### src/rtl/apb_pkg.sv
// Shared types and constants for the APB transfer sequencer.
package apb_pkg;

  typedef enum logic [1:0] {
    S_IDLE,
    S_SETUP,
    S_ACCESS,
    S_DONE
  } xfer_state_e;

  localparam int TIMEOUT_DEF = 16;
  localparam int WAIT_CNT_W  = 8;

endpackage

### src/rtl/apb_xfer_ctrl.sv
// Turns a one-hot read/write grant into an APB SETUP/ACCESS transfer with
// wait states and a bounded timeout, returning a one-clock done pulse.
module apb_xfer_ctrl
  import apb_pkg::*;
#(
  parameter int ADDR_W  = 32,
  parameter int DATA_W  = 32,
  parameter int TIMEOUT = TIMEOUT_DEF
) (
  input  logic              clk,
  input  logic              reset_n,
  input  logic              p_clk_en,
  input  logic              w_grant,
  input  logic              r_grant,
  input  logic [ADDR_W-1:0] w_addr,
  input  logic [DATA_W-1:0] w_data,
  input  logic [ADDR_W-1:0] r_addr,
  output logic              psel,
  output logic              penable,
  output logic              pwrite,
  output logic [ADDR_W-1:0] paddr,
  output logic [DATA_W-1:0] pwdata,
  input  logic [DATA_W-1:0] prdata,
  input  logic              pready,
  input  logic              pslverr,
  output logic              done,
  output logic [DATA_W-1:0] r_data,
  output logic              r_valid,
  output logic              err
);

  localparam logic [WAIT_CNT_W-1:0] TIMEOUT_CNT = WAIT_CNT_W'(TIMEOUT);

  xfer_state_e           state_q,    state_d;
  logic [WAIT_CNT_W-1:0] wait_cnt_q, wait_cnt_d;
  logic [ADDR_W-1:0]     paddr_q,    paddr_d;
  logic [DATA_W-1:0]     pwdata_q,   pwdata_d;
  logic [DATA_W-1:0]     r_data_q,   r_data_d;
  logic                  pwrite_q,   pwrite_d;
  logic                  done_q,     done_d;
  logic                  r_valid_q,  r_valid_d;
  logic                  err_q,      err_d;
  logic [WAIT_CNT_W-1:0] wait_inc;

  assign wait_inc = wait_cnt_q + 1'b1;

  always_comb begin
    // NOTE: every signal gets a hold/default value before the case so no path
    // leaves it unassigned; without this the tool infers latches.
    state_d    = state_q;
    wait_cnt_d = wait_cnt_q;
    paddr_d    = paddr_q;
    pwdata_d   = pwdata_q;
    r_data_d   = r_data_q;
    pwrite_d   = pwrite_q;
    done_d     = 1'b0;
    r_valid_d  = 1'b0;
    err_d      = 1'b0;

    case (state_q)
      S_IDLE: begin
        if ((w_grant | r_grant) & p_clk_en) begin
          state_d    = S_SETUP;
          wait_cnt_d = '0;
          pwrite_d   = w_grant;           // write wins if both grants are high
          paddr_d    = w_grant ? w_addr : r_addr;
          if (w_grant) pwdata_d = w_data;
        end
      end
      S_SETUP: begin
        if (p_clk_en) state_d = S_ACCESS;
      end
      S_ACCESS: begin
        if (p_clk_en) begin
          if (pready) begin
            state_d = S_DONE;
            done_d  = 1'b1;
            err_d   = pslverr;
            if (!pwrite_q && !pslverr) begin
              r_data_d  = prdata;
              r_valid_d = 1'b1;
            end
          end else begin
            // Counter leaves ACCESS at TIMEOUT (<= 255), so it cannot wrap.
            wait_cnt_d = wait_inc;
            if (wait_inc == TIMEOUT_CNT) begin
              state_d = S_DONE;
              done_d  = 1'b1;
              err_d   = 1'b1;
            end
          end
        end
      end
      S_DONE:  state_d = S_IDLE;
      default: state_d = S_IDLE;
    endcase
  end

  // NOTE: sequential state uses non-blocking assignments so every flop samples
  // the pre-edge value of its inputs regardless of statement order.
  always_ff @(posedge clk or negedge reset_n) begin
    if (!reset_n) begin
      state_q    <= S_IDLE;
      wait_cnt_q <= '0;
      paddr_q    <= '0;
      pwdata_q   <= '0;
      r_data_q   <= '0;
      pwrite_q   <= 1'b0;
      done_q     <= 1'b0;
      r_valid_q  <= 1'b0;
      err_q      <= 1'b0;
    end else begin
      state_q    <= state_d;
      wait_cnt_q <= wait_cnt_d;
      paddr_q    <= paddr_d;
      pwdata_q   <= pwdata_d;
      r_data_q   <= r_data_d;
      pwrite_q   <= pwrite_d;
      done_q     <= done_d;
      r_valid_q  <= r_valid_d;
      err_q      <= err_d;
    end
  end

  // Decoded from the state flop so reset drops them without waiting for a clock.
  assign psel    = (state_q == S_SETUP) || (state_q == S_ACCESS);
  assign penable = (state_q == S_ACCESS);

  assign pwrite  = pwrite_q;
  assign paddr   = paddr_q;
  assign pwdata  = pwdata_q;
  assign r_data  = r_data_q;
  assign done    = done_q;
  assign r_valid = r_valid_q;
  assign err     = err_q;

endmodule

### config.mk
export PLATFORM = sky130hd
export DESIGN_NAME = apb_xfer_ctrl
export DESIGN_NICKNAME = d
export VERILOG_FILES = /design/src/rtl/apb_pkg.sv /design/src/rtl/apb_xfer_ctrl.sv
export SDC_FILE = /design/constraint.sdc
export NUM_CORES = 1
export LEC_CHECK = 0
export BUFFER_PORTS_ARGS = -buffer_cell sky130_fd_sc_hd__buf_2
export CAP_MARGIN = 20
export CORE_MARGIN = 1
export CORE_UTILIZATION = 51
export CTS_BUF_LIST = sky130_fd_sc_hd__clkbuf_8
export DETAILED_ROUTE_END_ITERATION = 8
export PLACE_DENSITY = 0.85
export SLEW_MARGIN = 0
export SYNTH_ARGS = -nofsm -noshare
export SYNTH_HDL_FRONTEND = slang
export SYNTH_SLANG_ARGS = --single-unit
### constraint.sdc
create_clock -name clk -period 6.3 [get_ports clk]
set_input_delay 0.315 -clock clk [delete_from_list [all_inputs] [get_ports clk]]
set_output_delay 0.315 -clock clk [all_outputs]
set_load 0.02 [all_outputs]
Word-level counts from Yosys, hierarchy flattened --
Cells that the tools add are included.
Operators by class: divide/modulo/power cells 0, mux-type cells 22, bitwise logic cells 2, equal/unequal tests 9, shift operators 0, reduce and logical (&&, ||, !) cells 11, add/sub/neg operators 1, multipliers 0, $lt $le $gt $ge 0
Operator list (count):
- 32-bit 2-to-1 mux | 1
- 8-bit 2-to-1 mux | 3
- 8-bit one-hot mux with 2 select lines | 1
- 4-bit AND reduction | 3
- 1-bit 2-to-1 mux | 11
- 2-bit 2-to-1 mux | 5
- 8-bit by 1-bit adder with 8-bit output (second input constant) | 1
- 8-bit by 5-bit equality test with 1-bit output (second input constant) | 1
- 2-bit != test (second input constant) | 4
- 2-bit one-hot mux with 4 select lines | 1
- 2-bit equality test (second input constant) | 2
- 3-bit by 1-bit != test with 1-bit output (second input constant) | 1
- 3-bit AND reduction | 1
- 2-bit by 1-bit equality test with 1-bit output (second input constant) | 1
- 1-bit logical NOT | 2
- 2-bit logical NOT | 1
- 2-bit AND reduction | 1
- 2-bit nonzero test | 1
- 1-bit bitwise AND | 1
- 1-bit logical AND | 1
- 1-bit logical OR | 1
- 1-bit bitwise OR | 1
Storage, ports and cells: logic and storage cells 54, flip-flop bits (word level) 110, bits in latches 0, output and inout bits 102, memory bits (read-only) 0, input port bits 135, memory bits (writable) 0, memories kept 0

Logic depth before layout (Yosys ltp) --
Gate-level depths: netlist of run 1.
depth in word-level cells 6, gate-level depth with buffers 8, depth with buffers taken out 6

Worst setup path after synthesis of run 1 --
No wires, ideal clock.
path type flip-flop to flip-flop, start reg state_q[0], end reg r_data_q[10], in the netlist r_data[10], setup slack 4129 ps, buffers on the path 3, cell stages (with the launch flop) 9, setup time 125 ps, required time 6175 ps, data arrival time 2046 ps, period minus slack after synthesis 2171 ps, cell sequence dfrtp_1 -> inv_1 -> ha_1 -> buf_2 -> nand2_1 -> or4_4 -> buf_6 -> buf_12 -> mux2_4
Between the ends: cells in the longest elaborated chain, start to end 2
RTL lines:
- start, declared | RTL line apb_xfer_ctrl.sv:34 | xfer_state_e state_q, state_d;
- start signal, assigned | RTL line apb_xfer_ctrl.sv:113 | state_q <= state_d;
- 2-bit equality test
- via penable | RTL line apb_xfer_ctrl.sv:19 | output logic penable,
- 4-bit AND reduction (no line)
- end signal, assigned | RTL line apb_xfer_ctrl.sv:117 | r_data_q <= r_data_d;
- end, declared | RTL line apb_xfer_ctrl.sv:38 | logic [DATA_W-1:0] r_data_q, r_data_d;
The timed path passes the listed nets, and every way through them passes these cells. A chain may end at the register's enable or synchronous reset.

Final worst setup path of run 1 --
start reg state_q[0], end reg r_data_q[5], in the netlist r_data[5]
Between the ends: cells in the longest elaborated chain, start to end 2
RTL lines:
- 2-bit equality test | RTL line apb_xfer_ctrl.sv:60 | case (state_q)
- 4-bit AND reduction (no line)
No other way between the ends.

==> reports/summary.txt, run 1 <==
outcome -> completed
fill count -> 658
Comb power frac -> 44.8%
antenna violations before repair -> 0
worst min path class -> primary input to register
clk sink count -> 110
vias in the first global route -> 3,716
DRC viols -> 0
Synth Register Bits -> 110
# nets final -> 729
Crit path arrival time -> 2.58 ns
GRT Residual Overflow -> 0
crit path capture type -> register
total track usage -> 23.9%
area leader, netlist -> dfrtp_1
RePlAce Congestion -> 0.789
first-pass GRT wire length -> 18.1 mm
post-synthesis instance area -> 4750 µm²
Design Power -> 2.96 mW
Worst Tran Pin Value -> 0.976 ns
area grow syn2layout -> 30.1%
yosys warns -> 0
Post-synth top cells -> dfrtp_1 (110), nand2_1 (47), mux2_2 (37)
vias per cell -> 5.15
Bufs on Longest Clock Path -> 2
hold path depth -> 2
Cells after Synth -> 358
DR WL/cell -> 15.9 µm
MaxCap Viol Count -> 0
sequential area share after synthesis -> 57.9%
Post-synth EDFFs -> 0
Fin Setup TNS -> 0 ns
detailed-placement wirelength estimate -> 8.34 mm
endpoints failing setup -> 0
Slew Viols, Final -> 0
LEAKAGE -> 3.40 nW
fin crit share -> 36.9%
Starting Density -> 53.5%
P_int -> 1.78 mW
Detailed Routing Iterations Pass 1 -> 4
final setup margin -> 3.97 ns
Period minus WS final -> 2.33 ns
FMAX -> 430 MHz
Clock H-tree levels -> 3
sequential power share -> 40.4%
RSZ-0062 raised after global routing -> no
CTS tree -> yes
share of layout cells above drive strength 1 -> 54.5%
clk_lat worst skew -> 0.36 ns
Clk pwr share -> 14.9%
Worst Reg2Reg Path Length in Cells -> 5
io pins -> 237
critical path fanouts, max -> 33
DR vias -> 3,622
Worst Path Required -> 6.55 ns
Die H -> 98.6 µm
peak supply drop -> 0.267 mV
Port Buffers -> 236
Routed Antenna Nets -> 0
DP Worst Slack -> 4.02 ns
total CTS buffers -> 9
Core Rows -> 34
final WL -> 11.2 mm
Syn Area/Cell -> 13.3 µm²
Synth top area share -> 57.9%
post-CTS setup buffer count -> 0
Final Hold Viols -> 0
most frequent cell after synthesis -> dfrtp_1
critical path type -> register to register
Antenna diodes -> 0
Core Box Area -> 8890 µm²
Sw Ratio -> 39.9%
largest net degree at the start of global routing -> 74
clk root buf -> clkbuf_8
Reg clk slew, reported paths -> 0.10 ns
DR iter-0 viols -> 110
CP startpoint kind -> register
top cells by area, synth -> dfrtp_1 (58%), mux2_4 (9.2%), mux2_2 (8.8%)
Post-synth top flop -> dfrtp_1
Pwr Density -> 479 nW/µm²
syn_nets -> 497
Die X-Extent -> 98.6 µm
Die ar. -> 9710 µm²
Net Sw Power -> 1.18 mW
Unique masters post-synth -> 34
Max-slew headroom -> 34.9%
asr flop ratio synth -> 100%
Final Skew -> 0.00702 ns
## area by class of cell
cell class              instances  area (µm²)  share of cell area (%)
repair buffers                240        1220                    19.7
clock inverters                 5        57.6                   0.931
flip-flops and latches        110        2750                    44.5
well taps                     108         135                    2.18
clock buffers                  11         151                    2.45
inverters                       5        18.8                   0.303
multi-input cells             224        1850                    30.0
## layer usage
metal / global-route usage (%) / up-vias / part of all wire, %
met5: 0 / - / 0
met4: 7.58 / 0 / 1.8
met3: 8.58 / 14 / 8.9
met2: 42.0 / 169 / 50
met1: 27.3 / 1722 / 39
li1: - / 1717 / -
## critical path, stage by stage (launching register included)
cell and delay (ns):
dfrtp_1 0.40, inv_1 0.11, ha_1 0.36, nand2_1 0.18, or4_4 0.74, mux2_4 0.39
## layout by cell type, fill, tap and decap left out, types with 2 or more instances in the layout
master	instances
ha_1	4
dfrtp_1	110
buf_2	235
mux2_2	37
clkinvlp_4	2
nand3_1	6
nand2_1	47
nor3_1	2
buf_4	4
mux2i_1	34
o21ai_0	35
nor2b_1	2
clkbuf_8	11
a21oi_1	7
a22o_1	3
inv_1	5
o211ai_1	2
and3_1	2
mux2_4	29
## registers in the layout, summed over array words and instances (netlist names)
| signal | cells |
|---|---|
| err | 1 |
| r_data | 32 |
| done | 1 |
| state_q | 2 |
| r_valid | 1 |
| pwdata | 32 |
| paddr | 32 |
| wait_cnt_q | 8 |
| pwrite | 1 |
## worst paths after layout
path / start / end / slack, ns
hold reg to reg: paddr[9] / paddr[9] / 0.48
max in group asynchronous: reset_n / wait_cnt_q[6] / 4.59
setup / recovery: state_q[0] / r_data[5] / 3.97
min in group asynchronous: reset_n / pwdata[16] / 0.44
setup reg to reg: state_q[0] / r_data[5] / 3.97
hold / removal: w_data[28] / pwdata[28] / 0.17
## stage by stage
| step | hold WS [ns] | cell area, µm² | utilization, % | std cells |
|---|---|---|---|---|
| after floorplan | 0.0194 | 4750 | - | 358 |
| after CTS | 0.146 | 6180 | 69.6 | 703 |
| final | 0.173 | 6180 | 69.6 | 703 |
| after global routing | 0.141 | 6180 | 69.6 | 703 |
| after global placement | 0.308 | 5970 | 67.1 | 686 |
| after detailed placement | 0.314 | 5970 | 67.1 | 686 |
## power groups by stage
stage | Sequential, mW | Combinational (mW) | Clock [mW]
6_report | 1.20 | 1.33 | 0.440
5_1_grt | 1.24 | 1.42 | 0.485
4_1_cts | 1.20 | 1.34 | 0.460
3_5_place_dp | 1.21 | 1.34 | 0
3_3_place_gp | 1.19 | 1.29 | 0
2_1_floorplan | 1.57 | 0.482 | 0
## what timing repair did
action,4_1_cts,5_1_grt
hold buffers,1,0
gates resized for setup,0,0
hold endpoints to repair,37,0
## cells by family after synthesis
| family | count (synthesis) | share of synthesized area (%) |
|---|---|---|
| flops | 110 | 57.9 |
| xor+xnor | 2 | 0.368 |
| simple gates | 67 | 6.45 |
| fa+ha+maj | 4 | 1.05 |
| mux | 100 | 25.1 |
| buf+inv | 24 | 3.13 |
| compound gates | 51 | 6.03 |
(Power assumes the default switching activity.)
==> run 2, diff against run 1 <==
--- a/config.mk
+++ b/config.mk
@@ -5,13 +5,14 @@
 export SDC_FILE = /design/constraint.sdc
 export NUM_CORES = 1
 export LEC_CHECK = 0
+export ABC_AREA = 1
 export BUFFER_PORTS_ARGS = -buffer_cell sky130_fd_sc_hd__buf_2
 export CAP_MARGIN = 20
 export CORE_MARGIN = 1
-export CORE_UTILIZATION = 51
+export CORE_UTILIZATION = 42
 export CTS_BUF_LIST = sky130_fd_sc_hd__clkbuf_8
 export DETAILED_ROUTE_END_ITERATION = 8
-export PLACE_DENSITY = 0.85
+export PLACE_DENSITY = 0.75
 export SLEW_MARGIN = 0
 export SYNTH_ARGS = -nofsm -noshare
 export SYNTH_HDL_FRONTEND = slang
==> constraint.sdc (replaced) <==
create_clock -name clk -period 2.1 [get_ports clk]
set_input_delay 0.105 -clock clk [delete_from_list [all_inputs] [get_ports clk]]
set_output_delay 0.105 -clock clk [all_outputs]
set_load 0.02 [all_outputs]
==> run 2 against run 1 <==
Clock skew is 0.0037 ns higher; count of clock-buffer cells in the layout down 2; via count is 17% higher; largest cell class unchanged; area after synthesis fell by 2.4%; register-to-register slack got worse by 3.7 ns; routed wire length grew 11%; sequential share of layout area decreased by 4.3 points; maximum frequency increased by 26%.
==> reports/summary.txt, run 2 <==
WP buf/inv -> 3
Largest stage delay, worst path -> 0.52 ns
clk_lat worst skew -> 0.37 ns
asr flop ratio synth -> 100%
Cells after Synth -> 448
P_int -> 4.94 mW
Final Hold Viols -> 0
Detailed Routing Iterations Pass 1 -> 4
CP dominant cell by count -> inv_1
Pwr Density -> 1270 nW/µm²
CP Cell Sequence -> inv_1 -> ha_1 -> inv_1 -> nor3_4 -> buf_4 -> nor2_1 -> a21oi_1
Core Box Area -> 10,800 µm²
Final Skew -> 0.0107 ns
MaxCap Viol Count -> 0
post-synthesis instance area -> 4640 µm²
Crit path arrival time -> 2.13 ns
Post-synth top flop -> dfrtp_1
syn_nets -> 587
GRT Residual Overflow -> 0
Synth Register Bits -> 110
yosys warns -> 0
post-CTS setup buffer count -> 0
sequential power share -> 41.7%
crit path capture type -> register
peak supply drop -> 0.613 mV
fin crit share -> 87.9%
worst min path class -> primary input to register
Starting Density -> 43.0%
antenna violations before repair -> 1
Reg clk slew, reported paths -> 0.10 ns
DP Worst Slack -> 0.261 ns
clk sink count -> 110
total track usage -> 22.4%
Port Buffers -> 236
Fin Setup TNS -> 0 ns
Worst Tran Pin Value -> 0.603 ns
DR WL/cell -> 13.9 µm
CP delay by family, top -> buffers and inverters
Core Rows -> 38
Post-synth top cells -> nand2_1 (123), dfrtp_1 (110), nor2_1 (41)
post_cts resized -> 0
DR vias -> 4,248
vias per cell -> 4.73
DR iter-0 viols -> 199
top cells by area, synth -> dfrtp_1 (59%), nand2_1 (10%), mux2_1 (7.0%)
Bufs on Longest Clock Path -> 2
clk root buf -> clkbuf_8
Clk pwr share -> 13.2%
Clock H-tree levels -> 3
hold buffers post-CTS -> 69
most frequent cells in the layout -> buf_2 (235), nand2_1 (123), dfrtp_1 (110)
critical path fanouts, max -> 65
Reg area -> 2750 µm²
Period minus WS final -> 1.85 ns
detailed-placement wirelength estimate -> 8.59 mm
FMAX -> 541 MHz
LEAKAGE -> 3.67 nW
Max-slew headroom -> 59.8%
Routed Antenna Nets -> 0
DRC viols -> 0
RSZ-0062 raised after global routing -> no
Multi-input gate area -> 1710 µm²
Syn Area/Cell -> 10.4 µm²
final WL -> 12.5 mm
most frequent cell after synthesis -> nand2_1
Post-synth EDFFs -> 0
Sw Ratio -> 43.3%
largest net degree at the start of global routing -> 66
Design Power -> 8.71 mW
total CTS buffers -> 9
sequential area share after synthesis -> 59.3%
io pins -> 237
RePlAce Congestion -> 0.819
Die X-Extent -> 107 µm
Unique masters post-synth -> 20
first-pass GRT wire length -> 19.8 mm
Synth top area share -> 59.3%
share of layout cells above drive strength 1 -> 34.8%
CTS tree -> yes
commonest non-fill, non-tap cell in the layout -> buf_2
outcome -> completed
critical path type -> register to register
fill count -> 875
vias in the first global route -> 4,345
endpoints failing setup -> 0
# nets final -> 892
Slowest cell on crit path -> buf_4
Slew Viols, Final -> 0
area leader, netlist -> dfrtp_1
Die ar. -> 11,500 µm²
CP startpoint kind -> register
Worst Path Required -> 2.38 ns
Die H -> 107 µm
Net Sw Power -> 3.77 mW
area grow syn2layout -> 47.7%
final setup margin -> 0.253 ns
Comb power frac -> 45.1%
==> run 2: worst min-delay path, cell delays in order <==
cell and delay (ns):
buf_2 0.08, mux2i_1 0.05, a21oi_1 0.11
==> run 2: worst paths after layout <==
path | startpoint | end | slack, ns | cells past startpoint
min in group asynchronous | reset_n | r_data[29] | 0.29 | 2
max reg2reg | state_q[0] | paddr[30] | 0.25 | 7
min | r_addr[18] | paddr[18] | 0.02 | 3
max | state_q[0] | paddr[30] | 0.25 | 7
min reg2reg | r_data[12] | r_data[12] | 0.47 | 2
max in group asynchronous | reset_n | pwdata[20] | 1.13 | 3
==> run 2: cell type report <==
class                      count  area share (%)
inverter                      22            1.21
tap                          140            2.56
multi-input combinational    296            24.9
clock buffer                   9            1.81
sequential                   110            40.2
antenna                        1          0.0365
timing repair buffer         314            28.6
clock inverter                 7           0.694
==> run 2: kinds of logic (layout without fill, tap and decap cells) <==
family	Yosys count	in the layout	share of synthesized area, %
multiplexers	64	64	14.7
flip-flops	110	110	59.3
AND/OR/NAND/NOR	180	180	15.6
buffers and inverters	42	352	3.99
other	0	1	0
adder cells (fa/ha/maj)	4	4	1.08
AO/OA/AOI/OAI	48	48	5.31
==> run 2: routing by layer <==
layer	track usage, %	up-vias	wire length (µm)
met4	13.9	0	535
li1	-	2069	-
met1	23.9	1987	4630
met2	41.0	148	6790
met3	3.53	44	532
met5	0	-	0
==> run 2: through the flow <==
| stage | hold slack, ns | cell area [µm²] | utilization (%) | std cells |
|---|---|---|---|---|
| 4_1_cts | 0.000126 | 6830 | 63.3 | 896 |
| 5_1_grt | 0.00653 | 6850 | 63.5 | 899 |
| 2_1_floorplan | -0.191 | 4640 | - | 448 |
| 6_report | 0.0187 | 6850 | 63.5 | 899 |
| 3_3_place_gp | 0.137 | 5970 | 55.3 | 811 |
| 3_5_place_dp | 0.149 | 5970 | 55.3 | 811 |
==> run 2: power groups by stage <==
| stage | Combinational, mW | Sequential [mW] | Clock (mW) |
|---|---|---|---|
| after floorplan | 1.20 | 4.77 | 0 |
| after global placement | 3.72 | 3.62 | 0 |
| after detailed placement | 3.85 | 3.65 | 0 |
| after CTS | 3.95 | 3.63 | 1.20 |
| after global routing | 4.25 | 3.75 | 1.28 |
| final | 3.93 | 3.63 | 1.15 |
